===== src/rtl/calc_ctrl.sv =====
// calc_ctrl: keypad-entry sequencer for the calculator datapath.
// Collects decimal digits into operand A, latches an operator, collects
// operand B, then launches the arithmetic unit on "equal" through a
// start/done handshake and shows the captured result.
//
// Ports:
//   clk, rst_n          clock, synchronous active-low reset
//   key_en, in          key strobe and key code (0-9 digit, 10-13 op,
//                       14 clear, 15 backspace)
//   equal               evaluate strobe (wins over a simultaneous key)
//   alu_a, alu_b        operands to the arithmetic unit
//   alu_op              00 add, 01 sub, 10 mul, 11 div
//   alu_start           one-cycle launch pulse
//   alu_done            one-cycle completion pulse
//   alu_result, alu_err result and error, valid with alu_done
//   disp, err           display value and error flag
//   busy                high while waiting on the arithmetic unit
module calc_ctrl #(
  parameter int unsigned W          = 8,
  parameter int unsigned MAX_DIGITS = 2,
  parameter int unsigned TIMEOUT    = 64
) (
  input  logic           clk,
  input  logic           rst_n,
  input  logic           key_en,
  input  logic [3:0]     in,
  input  logic           equal,
  output logic [W-1:0]   alu_a,
  output logic [W-1:0]   alu_b,
  output logic [1:0]     alu_op,
  output logic           alu_start,
  input  logic           alu_done,
  input  logic [2*W-1:0] alu_result,
  input  logic           alu_err,
  output logic [2*W-1:0] disp,
  output logic           err,
  output logic           busy
);

  localparam int unsigned CW = $clog2(MAX_DIGITS + 1);
  localparam int unsigned TW = $clog2(TIMEOUT + 1);

  typedef enum logic [1:0] {S_A, S_B, S_EXEC, S_RES} state_t;

  state_t        state;
  logic [W-1:0]  num1;
  logic [W-1:0]  num2;
  logic [CW-1:0] cnt_a;
  logic [CW-1:0] cnt_b;
  logic [1:0]    op;
  logic [TW-1:0] timer;

  logic          key_live;
  logic          is_digit;
  logic          is_op;
  logic          is_clr;
  logic          is_bksp;
  logic [1:0]    key_op;
  logic [W+3:0]  num1_mac;
  logic [W+3:0]  num2_mac;
  logic [W-1:0]  num1_div;
  logic [W-1:0]  num2_div;
  logic          res_fits;
  logic [CW-1:0] max_cnt;

  always_comb begin
    // A key is dropped whenever equal is asserted in the same cycle.
    key_live = key_en && !equal;
    is_digit = key_live && (in <= 4'd9);
    is_op    = key_live && (in >= 4'd10) && (in <= 4'd13);
    is_clr   = key_live && (in == 4'd14);
    is_bksp  = key_live && (in == 4'd15);
    // Codes 10..13 map to op 0..3; the low two bits minus 2 do that mod 4.
    key_op   = in[1:0] - 2'd2;
    num1_mac = ({4'b0000, num1} * (W+4)'(10)) + (W+4)'(in);
    num2_mac = ({4'b0000, num2} * (W+4)'(10)) + (W+4)'(in);
    num1_div = num1 / W'(10);
    num2_div = num2 / W'(10);
    res_fits = (disp[2*W-1:W] == '0);
    max_cnt  = CW'(MAX_DIGITS);
  end

  always_ff @(posedge clk) begin
    // Clear returns every register to its reset value, so it shares the
    // reset branch.
    if (!rst_n || is_clr) begin
      state     <= S_A;
      num1      <= '0;
      num2      <= '0;
      cnt_a     <= '0;
      cnt_b     <= '0;
      op        <= '0;
      timer     <= '0;
      alu_a     <= '0;
      alu_b     <= '0;
      alu_op    <= '0;
      alu_start <= 1'b0;
      disp      <= '0;
      err       <= 1'b0;
      busy      <= 1'b0;
    end else begin
      alu_start <= 1'b0;
      case (state)
        S_A: begin
          if (is_digit) begin
            if (cnt_a < max_cnt) begin
              num1  <= num1_mac[W-1:0];
              cnt_a <= cnt_a + CW'(1);
              disp  <= (2*W)'(num1_mac[W-1:0]);
            end
          end else if (is_op) begin
            op    <= key_op;
            num2  <= '0;
            cnt_b <= '0;
            state <= S_B;
            disp  <= (2*W)'(num1);
          end else if (is_bksp) begin
            if (cnt_a != '0) begin
              num1  <= num1_div;
              cnt_a <= cnt_a - CW'(1);
              disp  <= (2*W)'(num1_div);
            end
          end
        end

        S_B: begin
          if (equal) begin
            if (cnt_b != '0) begin
              alu_a     <= num1;
              alu_b     <= num2;
              alu_op    <= op;
              alu_start <= 1'b1;
              busy      <= 1'b1;
              timer     <= '0;
              state     <= S_EXEC;
            end
          end else if (is_digit) begin
            if (cnt_b < max_cnt) begin
              num2  <= num2_mac[W-1:0];
              cnt_b <= cnt_b + CW'(1);
              disp  <= (2*W)'(num2_mac[W-1:0]);
            end
          end else if (is_op) begin
            if (cnt_b == '0) op <= key_op;
          end else if (is_bksp) begin
            if (cnt_b != '0) begin
              num2  <= num2_div;
              cnt_b <= cnt_b - CW'(1);
              // Erasing the last B digit falls back to showing A.
              disp  <= (cnt_b == CW'(1)) ? (2*W)'(num1) : (2*W)'(num2_div);
            end else begin
              state <= S_A;
              disp  <= (2*W)'(num1);
            end
          end
        end

        S_EXEC: begin
          if (alu_done) begin
            disp  <= alu_result;
            err   <= alu_err;
            busy  <= 1'b0;
            state <= S_RES;
          end else if (timer == TW'(TIMEOUT - 1)) begin
            disp  <= '0;
            err   <= 1'b1;
            busy  <= 1'b0;
            state <= S_RES;
          end else begin
            timer <= timer + TW'(1);
          end
        end

        S_RES: begin
          if (is_digit) begin
            num1  <= W'(in);
            cnt_a <= CW'(1);
            err   <= 1'b0;
            state <= S_A;
            disp  <= (2*W)'(in);
          end else if (is_op) begin
            // Chain from the result only when it is valid and fits in W bits;
            // A is marked full so no digits can be appended to it.
            if (!err && res_fits) begin
              num1  <= disp[W-1:0];
              cnt_a <= max_cnt;
              op    <= key_op;
              num2  <= '0;
              cnt_b <= '0;
              state <= S_B;
            end
          end
        end
      endcase
    end
  end

endmodule


===== config.mk =====
export PLATFORM = sky130hd
export DESIGN_NAME = calc_ctrl
export DESIGN_NICKNAME = d
export VERILOG_FILES = /design/src/rtl/calc_ctrl.sv
export SDC_FILE = /design/constraint.sdc
export NUM_CORES = 1
export LEC_CHECK = 0
export ABC_AREA = 1
export BUFFER_PORTS_ARGS = -buffer_cell sky130_fd_sc_hd__buf_4
export CAP_MARGIN = 10
export CORE_UTILIZATION = 57
export CTS_CLUSTER_DIAMETER = 200
export DETAILED_ROUTE_END_ITERATION = 10
export GPL_TIMING_DRIVEN = 0
export MAX_ROUTING_LAYER = met4
export PLACE_DENSITY = 0.85
export SLEW_MARGIN = 20
export SYNTH_ARGS = -nofsm -noshare
export SYNTH_HDL_FRONTEND = slang
export SYNTH_SLANG_ARGS = --single-unit

===== constraint.sdc =====
create_clock -name clk -period 3.2 [get_ports clk]
set_input_delay 0.32 -clock clk [delete_from_list [all_inputs] [get_ports clk]]
set_output_delay 0.32 -clock clk [all_outputs]
set_load 0.005 [all_outputs]

# ---- Yosys cells after proc, flatten, opt, wreduce, memory -nomap -nowiden
# Cells that the tools add are included.
dict set report totals {
  ff_bits 68
  input_bits 26
  output_inout_bits 37
}
dict set report op_classes {
  add_sub_neg 8
  multipliers 2
  div 2
  order_cmp 5
  eq_ne 39
  n_mux 97
  bitwise_logic 2
  reduce_logical 30
}
# op count
set op_table {}
lappend op_table {{two-way mux 16 bit} 13}
lappend op_table {{two-way mux 8 bit} 21}
lappend op_table {{two-way mux 2 bit} 41}
lappend op_table {{one-hot mux 16 bit (4 select lines)} 1}
lappend op_table {{!= test 3 bit (second input constant)} 16}
lappend op_table {{two-way mux 7 bit} 4}
lappend op_table {{!= test 2 bit (second input constant)} 14}
lappend op_table {{one-hot mux 8 bit (3 select lines)} 1}
lappend op_table {{AND reduction 10 bit} 2}
lappend op_table {{adder 8 x 4 -> 8 bit} 2}
lappend op_table {{divider 8 x 4 -> 8 bit (second input constant)} 2}
lappend op_table {{multiplier 8 x 3 -> 7 bit (second input constant)} 2}
lappend op_table {{one-hot mux 8 bit (2 select lines)} 1}
lappend op_table {{one-hot mux 7 bit (2 select lines)} 1}
lappend op_table {{one-hot mux 2 bit (3 select lines)} 2}
lappend op_table {{AND reduction 11 bit} 1}
lappend op_table {{nonzero test 2 bit} 5}
lappend op_table {{AND reduction 9 bit} 1}
lappend op_table {{== test 4 bit (second input constant)} 2}
lappend op_table {{less-or-equal comparator 4 bit (second input constant)} 2}
lappend op_table {{logical NOT 8 bit} 1}
lappend op_table {{two-way mux 1 bit} 8}
lappend op_table {{!= test 4 bit (second input constant)} 2}
lappend op_table {{one-hot mux 2 bit (4 select lines)} 1}
lappend op_table {{other kinds (22)} 39}

# ---- Depth between registers and ports, before layout
# Gate-level depths: netlist of the first run.
dict set report logic_depth {
  word_depth 8
  mapped_depth 24
  ltp_nobuf 24
}

# ---- Worst setup path after synthesis of the first run
# Ideal clock, no wire load.
dict set report synth_timing {
  path_kind {flip-flop to flip-flop}
  startpoint {reg num1[3]}
  endpoint {reg disp[7]}
  setup_time_ps 122
  arrival_time_ps 2255
  t_required_ps 3078
  setup_slack_ps 823
  path_stages_with_launch 14
  n_path_buf 0
  synth_period_minus_slack_ps 2377
  path_cell_list {dfxtp_1 > ha_1 > ha_1 > inv_1 > fa_1 > nor2_1 > inv_1 > nor2_1 > inv_1 > or2_2 > nand3_1 > o21ai_0 > o21ai_0 > a21oi_1}
}
dict set report synth_via {
  elab_chain_len 6
  word_cells_on_any_way 9
  cone_classes {add/sub (1); mul (1); div (1); mux (6)}
}
# element line_no
set synth_lines {}
lappend synth_lines {{from (decl)} 46} ;# logic [W-1:0] num1;
lappend synth_lines {{from (signal assigned)} 107} ;# num1 <= num1_mac[W-1:0];
lappend synth_lines {{from (signal assigned)} 119} ;# num1 <= num1_div;
lappend synth_lines {{from (signal assigned)} 176} ;# num1 <= W'(in);
lappend synth_lines {{divider 8 x 4 -> 8 bit} 77} ;# num1_div = num1 / W'(10);
lappend synth_lines {{two-way mux 16 bit} 118} ;# if (cnt_a != '0) begin
lappend synth_lines {{two-way mux 16 bit} 117} ;# end else if (is_bksp) begin
lappend synth_lines {{two-way mux 16 bit} 111} ;# end else if (is_op) begin
lappend synth_lines {{two-way mux 16 bit (*)} 105} ;# if (is_digit) begin
lappend synth_lines {{one-hot mux 16 bit (4 select lines) (*)} 103} ;# case (state)
lappend synth_lines {{to (signal assigned)} 109} ;# disp <= (2*W)'(num1_mac[W-1:0]);
lappend synth_lines {{to (signal assigned)} 116} ;# disp <= (2*W)'(num1);
lappend synth_lines {{to (signal assigned)} 121} ;# disp <= (2*W)'(num1_div);
lappend synth_lines {{to (decl)} 35} ;# output logic [2*W-1:0] disp,
# Every way passes the cells marked *; elsewhere a longest branch is shown, timed or not. The select of a mux whose other input is x is not followed.
# A chain may end at the register's enable or synchronous reset.

# ---- Worst setup path after layout of the first run
# Same ends and word-level chain as after synthesis.

==> impl_summary.txt, run 1 <==
----------------------------------------------------
[Outcome]
  Result of the run ... finished clean

[Die]
  I/O pin total ... between 60 and 70
  Number of placement rows ... 32
  Vertical die dimension ... approximately 91 microns
  Floorplan die area ... approximately 0.0083 sq mm
  Width of the chip ... 90.9 microns
  Starting utilization of the core area ... between 50% and 60%
  Core area ... just under 0.008 sq mm

[Global routing]
  Via count of the first global-routing pass ... around 4600
  Global-route met1 utilization ... 43.3%
  Global routing usage on met2 ... between 50% and 60%
  Largest net degree at the start of global routing ... 13
  Met3 track demand over resource ... 8.50%
  Overflow left after global routing ... 0
  Overall Global Routing Usage ... 35.1%
  Most crowded layer after global routing ... met2
  Antenna violations before repair ... 0
  Global-route wire length before repair ... 22100 microns

[Placed design]
  Cell Area, Placed ... a little over 0.005 sq mm
  Worst slack at placement ... ~0.3 ns
  Final weighted congestion in routability-driven placement ... 1.06
  Final HPWL DP ... approximately 10000 microns
  Number of buffers inserted by port buffering ... 62
  # placed instances ... between 800 and 900

[Clock tree]
  H-tree lvl count ... 3
  Post-CTS resize count ... 0
  Maximum buffer depth of the clock tree ... 2
  Clock sink count ... 68
  Clock latency of the later-clocked register in the worst-skew pair ... 0.36 ns
  Number of buffers inserted to repair setup after CTS ... 0
  Clock transition at the registers of the reported paths ... roughly 0.08 ns
  Cell chosen for the clock root ... clkbuf_8
  Number of CTS-inserted buffers ... 9
  Clock tree from TritonCTS ... done
  Number of buffers inserted by hold repair at cts ... 0

[Setup path]
  Req. time, crit path ... approximately 3.4 ns
  Worst path max stage delay ... around 0.54 ns
  Worst path slowest cell ... dfxtp_1
  Crit path buf inv count ... 3
  Maximum fanout along the worst path ... 9
  Worst setup SP type ... flip-flop
  Critical path endpoint category ... flip-flop
  CP delay by family, top ... adder cells
  Crit-path cells ... ha_1 > ha_1 > inv_1 > fa_1 > nor2_1 > inv_1 > nor2_1 > inv_1 > or2_2 > nand3_1 > o21ai_0 > o21ai_0 > a21oi_1
  Most used cell along the critical path ... inv_1
  Worst path arrival time ... ~3.2 ns
  Setup CP Type ... reg -> reg

[Power]
  Total power ... 4.05 mW
  Leakage power figure ... between 2 and 3 nW
  Power Internal ... 2.18 mW
  Clock power frac ... about a fifth
  Switching pwr ... about 1.9 mW
  Power per unit of standard cell area ... approximately 760 mW/mm^2
  Flop pwr share ... about 29%
  Share of total power in combinational logic ... approximately half
  Peak supply drop ... 0.000360 V
  Switching share of power ... between 40% and 50%

[Yosys]
  XOR/XNOR share of the synthesized area ... 3.11%
  Part of the Yosys area used for sequential elements ... 30.2%
  Post-synthesis cell area ... around 0.0045 sq mm
  Simple-gate share of the synthesized area ... 24.5%
  Share of flip-flops with an asynchronous set or reset ... 0%
  Post-synthesis mux area share ... less than 1%
  Ranking of synthesized cells by instance count ... nand2_1, inv_1, dfxtp_1
  Instance count of the mapped netlist ... between 600 and 700
  Post-synth EDFFs ... 0
  Prevailing post-synth register cell ... dfxtp_1
  Register bit count reported by yosys ... 68
  Largest cells by area after synthesis ... dfxtp_1, nand2_1, inv_1
  Mean Syn Cell Area ... 6.90 sq um
  Cell taking the most area after synthesis ... dfxtp_1
  Synthesized netlist net count ... a little over 700
  Number of distinct library cells after synthesis ... 49
  Yosys warnings ... 0
  Main combinational cell family by area after synthesis ... simple AND/OR/NAND/NOR gates
  Most used standard cell by instance count after synthesis ... nand2_1
  Fraction of the mapped netlist area in compound gates ... approximately 23%
  Area fraction of the dominant cell type after synthesis ... 30.2%
  Fraction of the mapped netlist area in adder cells ... about 8.5%

[Timing]
  Part of the cycle the worst path needs ... roughly nine tenths
  Crit path setup slack, layout ... 0.279 ns
  F_max ... 342 MHz
  Setup TNS ... 0 ns
  Post-layout minimum cycle time ... ~2.9 ns
  Setup violation total in the final timing report ... 0
  Hold violation count in the final report ... 0
  Fin Clk Skew ... roughly 0.013 ns
  Max-slew headroom at the worst pin ... a little under two fifths
  Count of final max-slew check failures ... 0
  Transition time of the tightest slew-check pin ... 0.931 ns
  RSZ-0062 raised after global routing ... no

[Layout]
  Multi-input logic area ... 0.00265 sq mm
  Antenna fix cells ... 0
  Area of all placed cells without fillers ... 0.00531 sq mm
  FILL cells ... approximately 690
  Non-filler instance count after layout ... approximately 830
  Fraction of layout cells with a size suffix above 1 ... ~17%
  Layout overhead on the synthesized area ... 17.9%
  Area of all sequential standard cells ... around 0.0014 sq mm
  Number of nets in the finished design ... 779

[Route]
  Number of vias after detailed routing ... between 4000 and 5000
  Post-DR wirelength/cell ... between 15 and 20 microns
  Count of routing violations after the opening detailed-route iteration ... between 300 and 400
  Avg Vias per Cell ... 5.76
  Antenna viol nets, final ... 0
  DRC violations left ... 0
  Number of search-and-repair iterations in the first detailed-routing pass ... 6
  Aggregate routed wire length ... roughly 14000 microns

[Worst hold path]
  Worst hold-check path type ... in -> reg

[Flow run]
  Max Cap Viol ... 0

----------------------------------------------------
-- cells by family (layout without fill, tap and decap cells) --
family | Yosys count | count (layout)
AOI/OAI and AO/OA | 171 | 171
buffers and inverters | 118 | 195
adders and majority gates | 28 | 28
and+or+nand+nor | 250 | 250
muxes | 1 | 1
xor gates and xnor gates | 16 | 16
DFF | 68 | 68
-- state kept, by name, summed over array words and instances (netlist names), named ones only --
register / count
busy: 1
num1: 8
state: 1
timer: 7
alu_b: 8
cnt_b: 2
err: 1
op: 2
cnt_a: 2
alu_start: 1
alu_a: 8
alu_op: 2
num2: 8
disp: 16
-- layer usage --
metal  vias up  wire length [microns]
met3        41                   1210
li1       2320                      -
met5         -                      0
met4         0                    367
met2       247                   6280
met1      2182                   5810
-- layout by cell type, fill, tap and decap left out, types with 3 or more instances in the layout --
| cell | instances |
|---|---|
| nand2_1 | 125 |
| inv_1 | 95 |
| dfxtp_1 | 68 |
| buf_4 | 64 |
| a21oi_1 | 61 |
| nor2_1 | 56 |
| o21ai_0 | 54 |
| nand3_1 | 31 |
| ha_1 | 24 |
| a22oi_1 | 22 |
| clkbuf_8 | 11 |
| nand2_2 | 10 |
| clkbuf_1 | 8 |
| xor2_1 | 8 |
| xnor2_1 | 8 |
| a211oi_1 | 6 |
| inv_2 | 5 |
| nor3_1 | 5 |
| a31oi_1 | 5 |
| a221oi_1 | 5 |
| nor2_2 | 4 |
| nand3_2 | 4 |
| fa_1 | 4 |
| nor4_1 | 3 |
| buf_2 | 3 |
| or2_2 | 3 |
| o311ai_0 | 3 |
-- worst min-delay path, stage by stage --
cell     delay, ns
buf_4         0.11
nand2_1       0.05
a21oi_1       0.05
-- worst paths after layout --
path                                startpoint         to  slack, ns  depth (start not counted)
worst max-delay path                   num1[3]    disp[7]       0.28                         13
worst min-delay path            alu_result[12]   disp[12]       0.22                          3
worst max register to register         num1[3]    disp[7]       0.28                         13
worst min register to register           op[0]  alu_op[0]       0.48                          2
-- power groups by stage --
stage               logic [mW]  clock network (mW)  registers [mW]
CTS                       2.06               0.784            1.17
finish                    2.09               0.790            1.17
detailed placement        2.03                   0            1.19
global route              2.34               0.826            1.19
global placement          1.96                   0            1.18
floorplan                 1.55                   0            1.12
-- per-stage QoR --
step / hold WS (ns) / util, %
2_1_floorplan: 0.410 / -
3_5_place_dp: 0.461 / 66.3
5_1_grt: 0.232 / 69.0
3_3_place_gp: 0.449 / 66.3
4_1_cts: 0.227 / 69.0
6_report: 0.219 / 69.0
-- cell type report --
type	count	area share [%]
Clock buffer	9	2.33
Tap cell	102	2.41
Multi-Input combinational cell	466	49.9
Timing Repair Buffer	62	8.77
Sequential cell	68	25.7
Clock inverter	6	1.67
Inverter	100	7.07
Buffer	18	2.15
No activity file was read; power rests on OpenSTA's default activity.
==> run 2, diff against run 1 <==
--- a/config.mk
+++ b/config.mk
@@ -7,11 +7,10 @@
 export LEC_CHECK = 0
 export ABC_AREA = 1
 export BUFFER_PORTS_ARGS = -buffer_cell sky130_fd_sc_hd__buf_4
-export CAP_MARGIN = 10
+export CAP_MARGIN = 0
 export CORE_UTILIZATION = 57
 export CTS_CLUSTER_DIAMETER = 200
 export DETAILED_ROUTE_END_ITERATION = 10
-export GPL_TIMING_DRIVEN = 0
 export MAX_ROUTING_LAYER = met4
 export PLACE_DENSITY = 0.85
 export SLEW_MARGIN = 20
==> impl_summary.txt, run 2 (synthesis gave the netlist of run 1 again) <==
----------------------------------------------------
[Outcome]
  Result of the run ... finished clean

[Layout]
  Flip-flop count of the largest register after layout ... 16 (unchanged)
  Most frequent standard cell in the layout excluding fill and tap cells ... nand2_1
  Register name with the most flops ... disp
  Non-filler instance count after layout ... 822 (-1.1%)
  Fraction of layout cells with a size suffix above 1 ... 16.8% (+0.21 points)
  Top library cells by usage in the layout, fill and taps aside ... nand2_1, inv_1, buf_4
  Number of nets in the finished design ... 769 (-1.3%)
  Final Core Density ... 68.3% (-0.75 points)
  Antenna fix cells ... 0 (unchanged)
  Layout overhead on the synthesized area ... 16.6%

[Timing]
  Setup violation total in the final timing report ... 0 (unchanged)
  Part of the cycle the worst path needs ... 84.2% (-7.1 points)
  Max-slew headroom at the worst pin ... 43.4% (+5.8 points)
  Count of final max-slew check failures ... 0 (unchanged)
  Fin Clk Skew ... 0.00812 ns (-0.00455 ns)
  Post-layout minimum cycle time ... 2.69 ns (-0.228 ns)
  F_max ... 371 MHz (+8.5%)
  Worst hold slack across all endpoints ... 0.204 ns (-0.0154 ns)
  Setup TNS ... 0 ns (unchanged)
  Transition time of the tightest slew-check pin ... 0.848 ns (-0.0830 ns)
  RSZ-0062 raised after global routing ... no
  Hold violation count in the final report ... 0 (unchanged)

[Route]
  Avg Vias per Cell ... 5.83 (+1.1%)
  Number of search-and-repair iterations in the first detailed-routing pass ... 6 (unchanged)
  Aggregate routed wire length ... 13400 microns (-1.7%)
  Count of routing violations after the opening detailed-route iteration ... 399 (+3.1%)
  DRC violations left ... 0 (unchanged)
  Number of vias after detailed routing ... 4792 (+0.042%)
  Post-DR wirelength/cell ... 16.3 microns (-0.63%)
  Antenna viol nets, final ... 0 (unchanged)

[Die]
  Vertical die dimension ... 90.9 microns (unchanged)
  Core area ... 0.00769 sq mm (unchanged)
  Floorplan die area ... 0.00825 sq mm (unchanged)
  Starting utilization of the core area ... 58.5% (unchanged)
  I/O pin total ... 63 (unchanged)
  Width of the chip ... 90.9 microns (unchanged)
  Number of placement rows ... 32 (unchanged)

[Setup path]
  Launching instance or port of the critical path ... num1[3]
  Worst path arrival time ... 2.94 ns (-0.21 ns)
  Maximum fanout along the worst path ... 9 (unchanged)
  Setup CP Type ... reg -> reg
  Worst reg2reg path depth ... 13 (unchanged)
  Worst reg2reg startpoint ... num1[3]
  Req. time, crit path ... 3.45 ns (+0.02 ns)
  Critical path endpoint category ... flip-flop
  Slack of the worst reg-to-reg path ... 0.51 ns (+0.23 ns)
  Worst setup SP type ... flip-flop
  Worst reg2reg path endpoint ... disp[7]

[Clock tree]
  Clock latency of the later-clocked register in the worst-skew pair ... 0.36 ns (about the same)
  Clock sink count ... 68 (unchanged)
  Maximum buffer depth of the clock tree ... 2 (unchanged)
  H-tree lvl count ... 3 (unchanged)
  Number of CTS-inserted buffers ... 9 (unchanged)
  Number of buffers inserted to repair setup after CTS ... 0 (unchanged)
  Cell chosen for the clock root ... clkbuf_8
  Number of buffers inserted by hold repair at cts ... 0 (unchanged)
  Clock tree from TritonCTS ... done
  Clock transition at the registers of the reported paths ... 0.08 ns (about the same)
  Post-CTS resize count ... 0 (unchanged)

[Power]
  Power per unit of standard cell area ... 757 mW/mm^2 (-0.78%)
  Total power ... 3.97 mW (-1.9%)
  Peak supply drop ... 0.000358 V (-0.50%)
  Leakage power figure ... 2.52 nW (-1.0%)

[Global routing]
  Overall Global Routing Usage ... 34.5% (-0.63 points)
  Antenna violations before repair ... 0 (unchanged)
  Largest net degree at the start of global routing ... 22 (+9)
  Overflow left after global routing ... 0 (unchanged)
  Via count of the first global-routing pass ... 4547 (-0.96%)
  Global-route wire length before repair ... 21900 microns (-0.82%)

[Placed design]
  Final HPWL DP ... 10000 microns (-4.1%)
  # placed instances ... 806 (-1.2%)
  Final weighted congestion in routability-driven placement ... 1.04 (-1.7%)
  Number of buffers inserted by port buffering ... 62 (unchanged)

[Worst hold path]
  Worst Hold Depth ... 2 (-1)
  Worst min-delay path endpoint ... op[1]
  Worst Min Path Start ... in[1]
  Worst hold-check path type ... in -> reg

[Flow run]
  Max Cap Viol ... 0 (unchanged)

----------------------------------------------------
run 2: cell type report:
cell class | count | area (sq um)
multi-input cells | 466 | 2660
clock buffers | 9 | 124
clock inverters | 7 | 76.3
well taps | 102 | 128
inverters | 100 | 375
repair buffers | 70 | 526
fillers | 692 | 2440
flip-flops and latches | 68 | 1360
run 2: routing by layer:
| layer | wire [microns] | GRT usage, % | share of wire [%] | vias up |
|---|---|---|---|---|
| met1 | 5380 | 42.5 | 40 | 2161 |
| met3 | 1380 | 6.23 | 10 | 53 |
| li1 | - | - | - | 2295 |
| met4 | 592 | 19.4 | 4.4 | 0 |
| met2 | 6080 | 53.2 | 45 | 283 |
| met5 | 0 | - | 0 | - |
run 2: worst max-delay path by stage:
stage	end	slack, ns	cells past startpoint
final	disp[7]	0.51	13
after global routing	disp[0]	0.36	21
after CTS	disp[7]	0.56	13
after detailed placement	disp[7]	0.56	13
after global placement	disp[7]	0.65	13
after floorplan	disp[7]	0.82	13
run 2: critical path, stage by stage, from the launching register on:
cell and delay [ns]:
dfxtp_1 0.49, ha_1 0.29, ha_1 0.20, inv_1 0.09
fa_1 0.46, nor2_1 0.13, inv_1 0.06, nor2_1 0.09
inv_1 0.06, or2_2 0.29, nand3_1 0.08, o21ai_0 0.08
o21ai_0 0.17, a21oi_1 0.09
run 2: where the power goes:
| group | internal, mW | switching, mW |
|---|---|---|
| clock | 0.363 | 0.358 |
| combinational | 0.746 | 1.34 |
| sequential | 0.980 | 0.189 |
run 2: metrics by stage:
stage / setup slack, ns / area (sq um)
floorplan: 0.823 / 4500
global placement: 0.652 / 5050
detailed placement: 0.564 / 5050
CTS: 0.558 / 5250
global route: 0.362 / 5250
finish: 0.507 / 5250
